### src/rtl/led_pwm_nch.sv
// N-channel LED driver: per-channel STATIC / BLINK / PWM / BREATHE with a global phase-align sync.
// led_sts is registered (1-cycle latency from inputs); led is led_sts with optional inversion.
module led_pwm_nch #(
  parameter int CH_CNT       = 3,
  parameter int CNT_W        = 32,
  parameter int DUTY_W       = 8,
  parameter int INVERSE_MODE = 1
) (
  input  logic                     clk,
  input  logic                     reset,
  input  logic                     sync,
  input  logic [CH_CNT-1:0]        enable,
  input  logic [2*CH_CNT-1:0]      mode,
  input  logic [CH_CNT-1:0]        hold,
  input  logic [CNT_W*CH_CNT-1:0]  period,
  input  logic [DUTY_W*CH_CNT-1:0] duty,
  output logic [CH_CNT-1:0]        led_sts,
  output logic [CH_CNT-1:0]        led
);

  typedef enum logic [1:0] {
    M_STATIC  = 2'b00,
    M_BLINK   = 2'b01,
    M_PWM     = 2'b10,
    M_BREATHE = 2'b11
  } mode_e;

  localparam logic              INV    = (INVERSE_MODE != 0);
  localparam logic [DUTY_W-1:0] PH_MAX = '1;

  assign led = led_sts ^ {CH_CNT{INV}};

  for (genvar i = 0; i < CH_CNT; i++) begin : g_ch
    logic [CNT_W-1:0]  cnt, cnt_n, per;
    logic [DUTY_W-1:0] phase, phase_n, bduty, bduty_n, dty;
    logic              blink, blink_n, dir, dir_n, run, run_n, sts, sts_n;
    logic              en_q, restart;
    mode_e             md, mode_q;

    assign md  = mode_e'(mode[2*i +: 2]);
    assign per = period[CNT_W*i +: CNT_W];
    assign dty = duty[DUTY_W*i +: DUTY_W];

    // run gates mode-change restarts so nothing starts on its own after reset
    assign restart = enable[i] & (~en_q | sync | (run & (md != mode_q)));

    always_comb begin
      cnt_n   = cnt;
      blink_n = blink;
      phase_n = phase;
      bduty_n = bduty;
      dir_n   = dir;
      run_n   = run;
      sts_n   = sts;
      if (!enable[i]) begin
        cnt_n   = '0;
        blink_n = 1'b0;
        phase_n = '0;
        bduty_n = '0;
        dir_n   = 1'b0;
        run_n   = 1'b0;
        sts_n   = 1'b0;
      end else if (restart) begin
        cnt_n   = '0;
        blink_n = 1'b1;
        phase_n = '0;
        bduty_n = '0;
        dir_n   = 1'b0;
        run_n   = 1'b1;
        case (md)
          M_STATIC: sts_n = hold[i];
          M_BLINK:  sts_n = 1'b1;
          M_PWM:    sts_n = (dty != '0);
          default:  sts_n = 1'b0;
        endcase
      end else if (!run) begin
        sts_n = 1'b0;
      end else if (md == M_STATIC) begin
        sts_n = hold[i];
      end else begin
        if (cnt == per) begin
          cnt_n   = '0;
          blink_n = ~blink;
          phase_n = phase + 1'b1;
          // frame end: endpoints hold one extra frame while dir flips
          if (md == M_BREATHE && phase == PH_MAX) begin
            if (!dir) begin
              if (bduty >= dty) dir_n = 1'b1;
              else              bduty_n = bduty + 1'b1;
            end else begin
              if (bduty == '0)  dir_n = 1'b0;
              else              bduty_n = bduty - 1'b1;
            end
          end
        end else begin
          cnt_n = cnt + 1'b1;
        end
        case (md)
          M_BLINK: sts_n = blink_n;
          M_PWM:   sts_n = (phase_n < dty);
          default: sts_n = (phase_n < bduty_n);
        endcase
      end
    end

    always_ff @(posedge clk or posedge reset) begin
      if (reset) begin
        cnt    <= '0;
        blink  <= 1'b0;
        phase  <= '0;
        bduty  <= '0;
        dir    <= 1'b0;
        run    <= 1'b0;
        sts    <= 1'b0;
        // a held-high enable must not look like a rising edge after reset
        en_q   <= 1'b1;
        mode_q <= M_STATIC;
      end else begin
        cnt    <= cnt_n;
        blink  <= blink_n;
        phase  <= phase_n;
        bduty  <= bduty_n;
        dir    <= dir_n;
        run    <= run_n;
        sts    <= sts_n;
        en_q   <= enable[i];
        mode_q <= md;
      end
    end

    assign led_sts[i] = sts;
  end

endmodule

### config.mk
export PLATFORM = sky130hd
export DESIGN_NAME = led_pwm_nch
export DESIGN_NICKNAME = d
export VERILOG_FILES = /design/src/rtl/led_pwm_nch.sv
export SDC_FILE = /design/constraint.sdc
export NUM_CORES = 1
export LEC_CHECK = 0
export BUFFER_PORTS_ARGS = -buffer_cell sky130_fd_sc_hd__buf_2
export CAP_MARGIN = 20
export CORE_ASPECT_RATIO = 1.25
export CORE_MARGIN = 2
export CORE_UTILIZATION = 40
export CTS_BUF_LIST = sky130_fd_sc_hd__clkbuf_4 sky130_fd_sc_hd__clkbuf_8
export DETAILED_ROUTE_END_ITERATION = 7
export GPL_ROUTABILITY_DRIVEN = 0
export PLACE_DENSITY = 0.69
export RECOVER_POWER = 50
export SETUP_SLACK_MARGIN = 0.4
export SYNTH_ARGS = -nofsm -noshare
export SYNTH_HDL_FRONTEND = slang
export SYNTH_SLANG_ARGS = --single-unit
### constraint.sdc
create_clock -name clk -period 4.36 [get_ports clk]
set_clock_uncertainty 0.1 [all_clocks]
set_input_delay 0.218 -clock clk [delete_from_list [all_inputs] [get_ports clk]]
set_output_delay 0.218 -clock clk [all_outputs]
set_load 0.02 [all_outputs]
==> results.md, run 1 <==
* Outcome: complete, but fails checks
* Failing checks: max-capacitance violations, max-slew violations
* Die H at 200 um
* Ant diodes at 0
* I/O pin count at 141
* Max_cap viols at 2
* Yosys top cell area share at 32.8%
* Placement Rows at 71
* Area contributors post-synth: dfrtp_1, ha_1, xnor2_1
* First-pass GRT wire length at 53,700 um
* Drt wl/cell at 16.1 um
* Reg2Reg Launch Point: g_ch[0].bduty[0]
* CP endpoint kind: register
* Final wirelength at 32,500 um
* LEAKAGE at 0.00612 uW
* Grt ovf at 0
* Post-synth EDFFs at 0
* Drt via density at 5.51
* H-tree depth reported by CTS at 4
* Power Internal at 2170 uW
* Max-slew violations at 66
* TritonCTS clock tree: done
* CP startpoint kind: register
* Initial Utilization at 40.8%
* Number of fill cells at 2,913
* Die area at 0.0323 mm^2
* Max Freq at 263 MHz
* Routed via count at 11,171
* Clock root cell: clkbuf_8
* WL met2 at 16,500 um
* Predominant post-synthesis flop cell: dfrtp_1
* Capturing point of the worst reg2reg path: g_ch[0].sts
* Nets at 1,844
* Syn_nets at 1,684
* Power per Cell Area at 213 mW/mm^2
* Initial drt markers at 578
* Seq/Total Area, Yosys at 33.5%
* R2R Setup Slk at 550 ps
* Post-DP HPWL at 24,500 um
* WL met3 at 1270 um
* Worst setup path endpoint: g_ch[0].sts
* CP arrival at 4060 ps
* Number of global-route vias before repair at 11,037
* CP startpoint: g_ch[0].bduty[0]
* Synth warn at 0
* Ys async rst share at 100%
* Area Overhead vs Synth at 16.4%
* Peak VDD IR at 0.127 mV
* CP max stage delay at 470 ps
* Hold Crit Class: in -> reg
* Total CTS buffers at 17
* Final Hold Viols at 0
* Worst Reg2Reg Path Length in Cells at 16
* Initial antenna violation count at 0
* Min Tclk post-route at 3810 ps
* Critical Path Slowest Stage Cell: dfrtp_2
* WS Path Type: reg -> reg
* Final Setup Violations at 0
* Total track usage at 20.0%
* Antenna Violating Nets Remaining at 0
* Fin Setup TNS at 0 ps
* Drt first pass iters at 4
* Die width at 161 um
* Met1 WL at 13,900 um
* Synthesized area at 0.0124 mm^2
* Sink Count at 165
* Seq cells post-synth at 165
* Hold_ws at 57.5 ps
* Max layer used: met4
* Gate power share at 11.0%
* WP data required at 4620 ps
* Clock Pin Slew Worst Setup and Hold Paths at 120 ps
* I/O Buffers at 140
* Slew HR at -25.8%
* Largest net degree at the start of global routing at 103
* Net switching power at 890 uW
* CP Max Fanout at 6
* Clock share of power at 38.3%
* Yosys top cell by area: dfrtp_1
* Crit-path cells: inv_2 -> ha_1 -> nand2b_1 -> a2111o_1 -> a2111oi_4 -> o21a_2 -> nand3_2 -> nand2_1 -> nand2_1 -> a22oi_1 -> ha_1 -> a21o_1 -> a21o_1 -> a21oi_1 -> o21ai_0 -> o31ai_1
* Drt drc at 0
* Sequential Power Share at 50.7%
* Core ar. at 0.0303 mm^2
* Sw Ratio at 29.1%
* Mapped Cells at 1,453
* Clk_lat worst skew at 470 ps
* Syn_area_per_cell at 8.50 um^2
* Count of different cell masters after synthesis at 71
* Clk buf depth at 2
* Slew of the pin with the lowest slew margin at 1890 ps
* RSZ-0062 raised after global routing: yes
* Ratio of cells with drive above 1 in the final layout at 16.4%
* Period utilization at 87.3%
[stage by stage]
stage / cell area [um^2] / power [uW] / util (%) / cells / setup WS, ps
floorplan: 12400 / 1760 / - / 1453 / 585
global placement: 13600 / 1900 / 44.7 / 1968 / 337
detailed placement: 13600 / 1910 / 44.7 / 1968 / 235
CTS: 14100 / 3110 / 46.5 / 2010 / 370
global route: 14400 / 3200 / 47.5 / 2027 / 341
finish: 14400 / 3060 / 47.5 / 2027 / 553
[synthesized netlist by cell type (4+ instances only)]
master and count:
mux2i_1 5, nor3_1 47, clkbuf_1 40, buf_2 5, o21ai_1 4, a211oi_1 10, a21oi_1 74, a22oi_1 4
a31o_2 4, nand3_1 49, or2_2 8, nand3b_1 7, o31ai_1 8, o22ai_1 4, a41oi_1 4, a311oi_1 9
ha_1 96, nor2_1 191, and4_1 6, nor4_1 23, o21a_1 9, nand2b_1 12, a31oi_1 13, or3_1 17
o21ai_0 59, xnor2_1 116, xor2_1 105, and2_1 8, o211ai_1 4, dfrtp_1 162, a221oi_1 4, a21o_1 18
and3_1 27, nand4_1 55, nand2_1 115, nor2b_1 9, inv_1 59
[power by group through the flow]
stage               Sequential [uW]  Combinational, uW  Clock [uW]
finish                         1550                337        1170
global route                   1550                376        1280
CTS                            1550                336        1220
detailed placement             1580                326           0
global placement               1580                319           0
floorplan                      1580                182           0
[critical path: cells and delay by family, from the launching register on]
kind	cells	cell delay [ps]
adders and majority gates	2	510
AOI/OAI and AO/OA	9	2050
DFF	1	470
buffers and inverters	1	110
and+or+nand+nor	4	450
[per-layer routing]
metal	vias to the layer above	global-route usage [%]
met5	-	0
met4	0	6.95
met3	56	3.06
met2	304	35.7
met1	5347	24.5
li1	5464	-
[registers in the layout, summed over array words and instances (netlist names)]
signal / cells
g_ch.blink: 3
g_ch.cnt: 96
g_ch.run: 3
g_ch.en_q: 3
g_ch.sts: 3
g_ch.mode_q: 6
g_ch.bduty: 24
g_ch.phase: 24
g_ch.dir: 3
[worst min path at each step]
| stage | slack [ps] | end | startpoint | depth (start not counted) |
|---|---|---|---|---|
| floorplan | 120 | g_ch[0].en_q | enable[0] | 0 |
| global placement | 260 | g_ch[1].en_q | enable[1] | 1 |
| finish | 60 | g_ch[1].sts | hold[1] | 3 |
| CTS | 20 | g_ch[1].sts | hold[1] | 3 |
| detailed placement | 270 | g_ch[1].en_q | enable[1] | 1 |
| global route | 50 | g_ch[1].sts | hold[1] | 3 |
[layout make-up]
class,instances,area (um^2),share of cell area [%]
multi-input cells,1176,7980,55.5
well taps,401,502,3.49
repair buffers,193,1110,7.75
inverters,60,226,1.58
clock buffers,17,234,1.63
flip-flops and latches,165,4150,28.8
clock inverters,15,178,1.24
[what timing repair did]
| action | 4_1_cts | 5_1_grt |
|---|---|---|
| resized for setup | 6 | 47 |
| setup buffers | 0 | 17 |
| hold endpoints to repair | 43 | 0 |
| pin swaps | 0 | 23 |
| setup endpoints to repair | 3 | 3 |
| hold buffers | 10 | 0 |
[cell usage in the layout (no fill, tap or decap), drive strengths merged, types with 7 or more instances in the layout]
master and n:
a211oi 10, o31ai 8, o21a 9, dfrtp 162, or2 8, ha 96
dlygate4sd3 10, or3 17, nor3 47, xnor2 116, a31oi 13, inv 68
nor2 192, nand3 49, a21oi 74, a311oi 9, nor2b 9, and2 8
a21o 18, clkbuf 33, and3 27, nand4 55, nand2b 12, nand3b 7
nor4 24, nand2 115, xor2 105, o21ai 63, buf 167
[cells by family (layout without fill, tap and decap cells)]
group,count (synthesis),after routing,share of synthesized area (%)
mux,8,8,0.679
xor+xnor,221,221,15.7
flops,165,165,33.5
compound gates,262,262,13.8
simple gates,589,589,23.2
fa+ha+maj,96,96,9.72
buf+inv,112,285,3.55
Note: power is estimated with default switching activity, not from simulation.
==> run 2, diff against run 1 <==
==> constraint.sdc (replaced) <==
create_clock -name clk -period 4.36 [get_ports clk]
set_clock_uncertainty 0.1 [all_clocks]
set_input_delay 1.308 -clock clk [delete_from_list [all_inputs] [get_ports clk]]
set_output_delay 1.308 -clock clk [all_outputs]
set_load 0.02 [all_outputs]
==> run 2 against run 1 <==
Compared with the run above:
- sequential power about the same
- sequential share of layout area decreased by 1.5 points
- highest routed layer unchanged
- first-iteration DRC count decreased by 11%
- the flow still finishes with violations (max-capacitance violations, max-slew violations)
- flip-flop and latch count unchanged
- die area unchanged
==> results.md, run 2 (synthesis gave the netlist of run 1 again) <==
* LEAKAGE at 0.00655 uW (+7.1%)
* Drt wl/cell at 16.2 um (+1.2%)
* DP Cell Count at 2,047 (+4.0%)
* Slew HR at -48.5% (-23 points)
* CP Max Fanout at 3 (-3)
* Clock root cell: clkbuf_8
* Final Hold Viols at 0 (unchanged)
* Outcome: complete, but fails checks
* Fin Setup TNS at 0 ps (unchanged)
* Max-slew violations at 167 (+150%)
* Worst Reg2Reg Path Length in Cells at 16 (unchanged)
* Sink Count at 165 (unchanged)
* Drt via density at 5.50 (-0.24%)
* Commonest cells after routing, fill and taps aside: nor2_1, dfrtp_1, buf_2
* Drt first pass iters at 5 (+1)
* CP endpoint kind: register
* Min Tclk post-route at 4070 ps (+265 ps)
* Sw Ratio at 28.3% (-0.77 points)
* Final Setup Violations at 0 (unchanged)
* Peak VDD IR at 0.172 mV (+36%)
* # hold bufs at CTS at 0 (-10)
* Capturing point of the worst reg2reg path: g_ch[0].sts
* Gate power share at 11.7% (+0.7 points)
* Largest registers: g_ch.cnt: 96 flops, g_ch.bduty: 24 flops, g_ch.phase: 24 flops
* Grt ovf at 0 (unchanged)
* Ant diodes at 0 (unchanged)
* Nets at 1,910 (+3.6%)
* Initial antenna violation count at 1 (+1)
* Hold_ws at 450 ps (+393 ps)
* Final wirelength at 34,000 um (+4.5%)
* Clk buf depth at 2 (unchanged)
* RSZ-0062 raised after global routing: yes
* Power Internal at 2180 uW (+0.32%)
* I/O pin count at 141 (unchanged)
* Initial Utilization at 40.8% (unchanged)
* Reg2Reg Launch Point: g_ch[0].bduty[0]
* CP max stage delay at 320 ps (-150 ps)
* Routed via count at 11,507 (+3.0%)
* Hold path endpoint: g_ch[1].bduty[7]
* Max Freq at 246 MHz (-6.5%)
* Hold path start: g_ch[1].bduty[7]
* I/O Buffers at 140 (unchanged)
* Hold Crit Class: reg -> reg
* Largest net degree at the start of global routing at 88 (-15%)
* Core ar. at 0.0303 mm^2 (unchanged)
* Failing checks: max-capacitance violations, max-slew violations
* Ratio of cells with drive above 1 in the final layout at 22.6% (+6.2 points)
* CP startpoint: period[24]
* H-tree depth reported by CTS at 4 (unchanged)
* Most common cell after layout, fill and taps aside: nor2_1
* Die area at 0.0323 mm^2 (unchanged)
* WS Path Type: in -> reg
* Drt drc at 0 (unchanged)
* R2R Setup Slk at 530 ps (-20 ps)
* Die H at 200 um (unchanged)
* Max_cap viols at 2 (unchanged)
* Hold Crit Depth at 1 (-2)
* Die width at 161 um (unchanged)
* WP data required at 4640 ps (+20 ps)
* Initial drt markers at 515 (-11%)
* Placement Rows at 71 (unchanged)
* Max FFs per register at 96 (unchanged)
* Crit-path cells: buf_2 -> xor2_1 -> nor4_2 -> nand4_1 -> nor2_2 -> buf_4 -> nand4_1 -> nor2_1 -> xor2_1 -> ha_1 -> nor2b_1 -> o21ai_1 -> nand3b_1 -> a41o_1 -> o211ai_1 -> a21oi_2 -> o31ai_2
* Critical Path Slowest Stage Cell: nor4_2
* Clock Pin Slew Worst Setup and Hold Paths at 100 ps (-20 ps)
* Slew of the pin with the lowest slew margin at 2230 ps (+340 ps)
* Clock share of power at 37.2% (-1.1 points)
* Sequential Power Share at 51.1% (+0.4 points)
* Period utilization at 93.4% (+6.1 points)
* Total track usage at 21.2% (+1.1 points)
* Total CTS buffers at 17 (unchanged)
* Final non-filler cell total at 2,093 (+3.3%)
* Largest register by flop count: g_ch.cnt
* Net switching power at 860 uW (-3.4%)
* TritonCTS clock tree: done
* Post-DP HPWL at 25,700 um (+4.8%)
* Clk_lat worst skew at 480 ps (about the same)
* Power per Cell Area at 201 mW/mm^2 (-5.6%)
* Antenna Violating Nets Remaining at 0 (unchanged)
* Area Overhead vs Synth at 22.3%
* Number of global-route vias before repair at 11,624 (+5.3%)
* CP startpoint kind: input pin
* First-pass GRT wire length at 56,400 um (+5.1%)
* CP arrival at 4350 ps (+290 ps)
-- run 2: timing repair --
item | CTS | global route
endpoints found under the setup margin | 3 | 3
pin swaps | 27 | 44
setup buffers | 8 | 6
gates resized for setup | 24 | 37
-- run 2: through the flow --
step           setup WS [ps]  area, um^2  utilization [%]  power, uW
3_3_place_gp            -290       14300             47.3       1920
3_5_place_dp            -350       14300             47.3       1920
5_1_grt                 70.4       15100             49.9       3170
2_1_floorplan           81.0       12500                -       1770
6_report                 288       15100             49.9       3040
4_1_cts                  298       14900             49.2       3070
-- run 2: cell type report --
class,instances,area [um^2]
clock buffer,18,248
sequential,165,4130
tap,401,502
timing repair buffer,259,1600
inverter,60,226
clock inverter,14,140
multi-input combinational,1176,8270
fill,2872,15200
-- run 2: worst max path at each step --
| stage | to | slack (ps) | cells past startpoint |
|---|---|---|---|
| after floorplan | g_ch[1].sts | 80 | 17 |
| after global placement | g_ch[0].sts | -290 | 16 |
| after detailed placement | g_ch[0].sts | -350 | 16 |
| after CTS | g_ch[1].sts | 300 | 18 |
| after global routing | g_ch[0].sts | 70 | 17 |
| final | g_ch[0].sts | 290 | 17 |
-- run 2: per-layer routing --
layer	vias up	wire length, um	global-route usage [%]
met4	0	1240	9.53
met5	-	0	0
met2	328	17000	37.0
met3	85	1290	3.24
li1	5583	-	-
met1	5511	14500	25.6
-- run 2: power groups by stage --
stage / logic [uW] / registers (uW) / clock network [uW]
after global routing: 396 / 1550 / 1220
after CTS: 352 / 1550 / 1160
final: 355 / 1550 / 1130
after floorplan: 189 / 1580 / 0
after global placement: 336 / 1580 / 0
after detailed placement: 344 / 1580 / 0
-- run 2: critical path, delay by kind of cell --
kind                       cells  cell delay (ps)
adders and majority gates      1              280
xor gates and xnor gates       2              420
buffers and inverters          2              240
and+or+nand+nor                7             1360
AOI/OAI and AO/OA              5              740
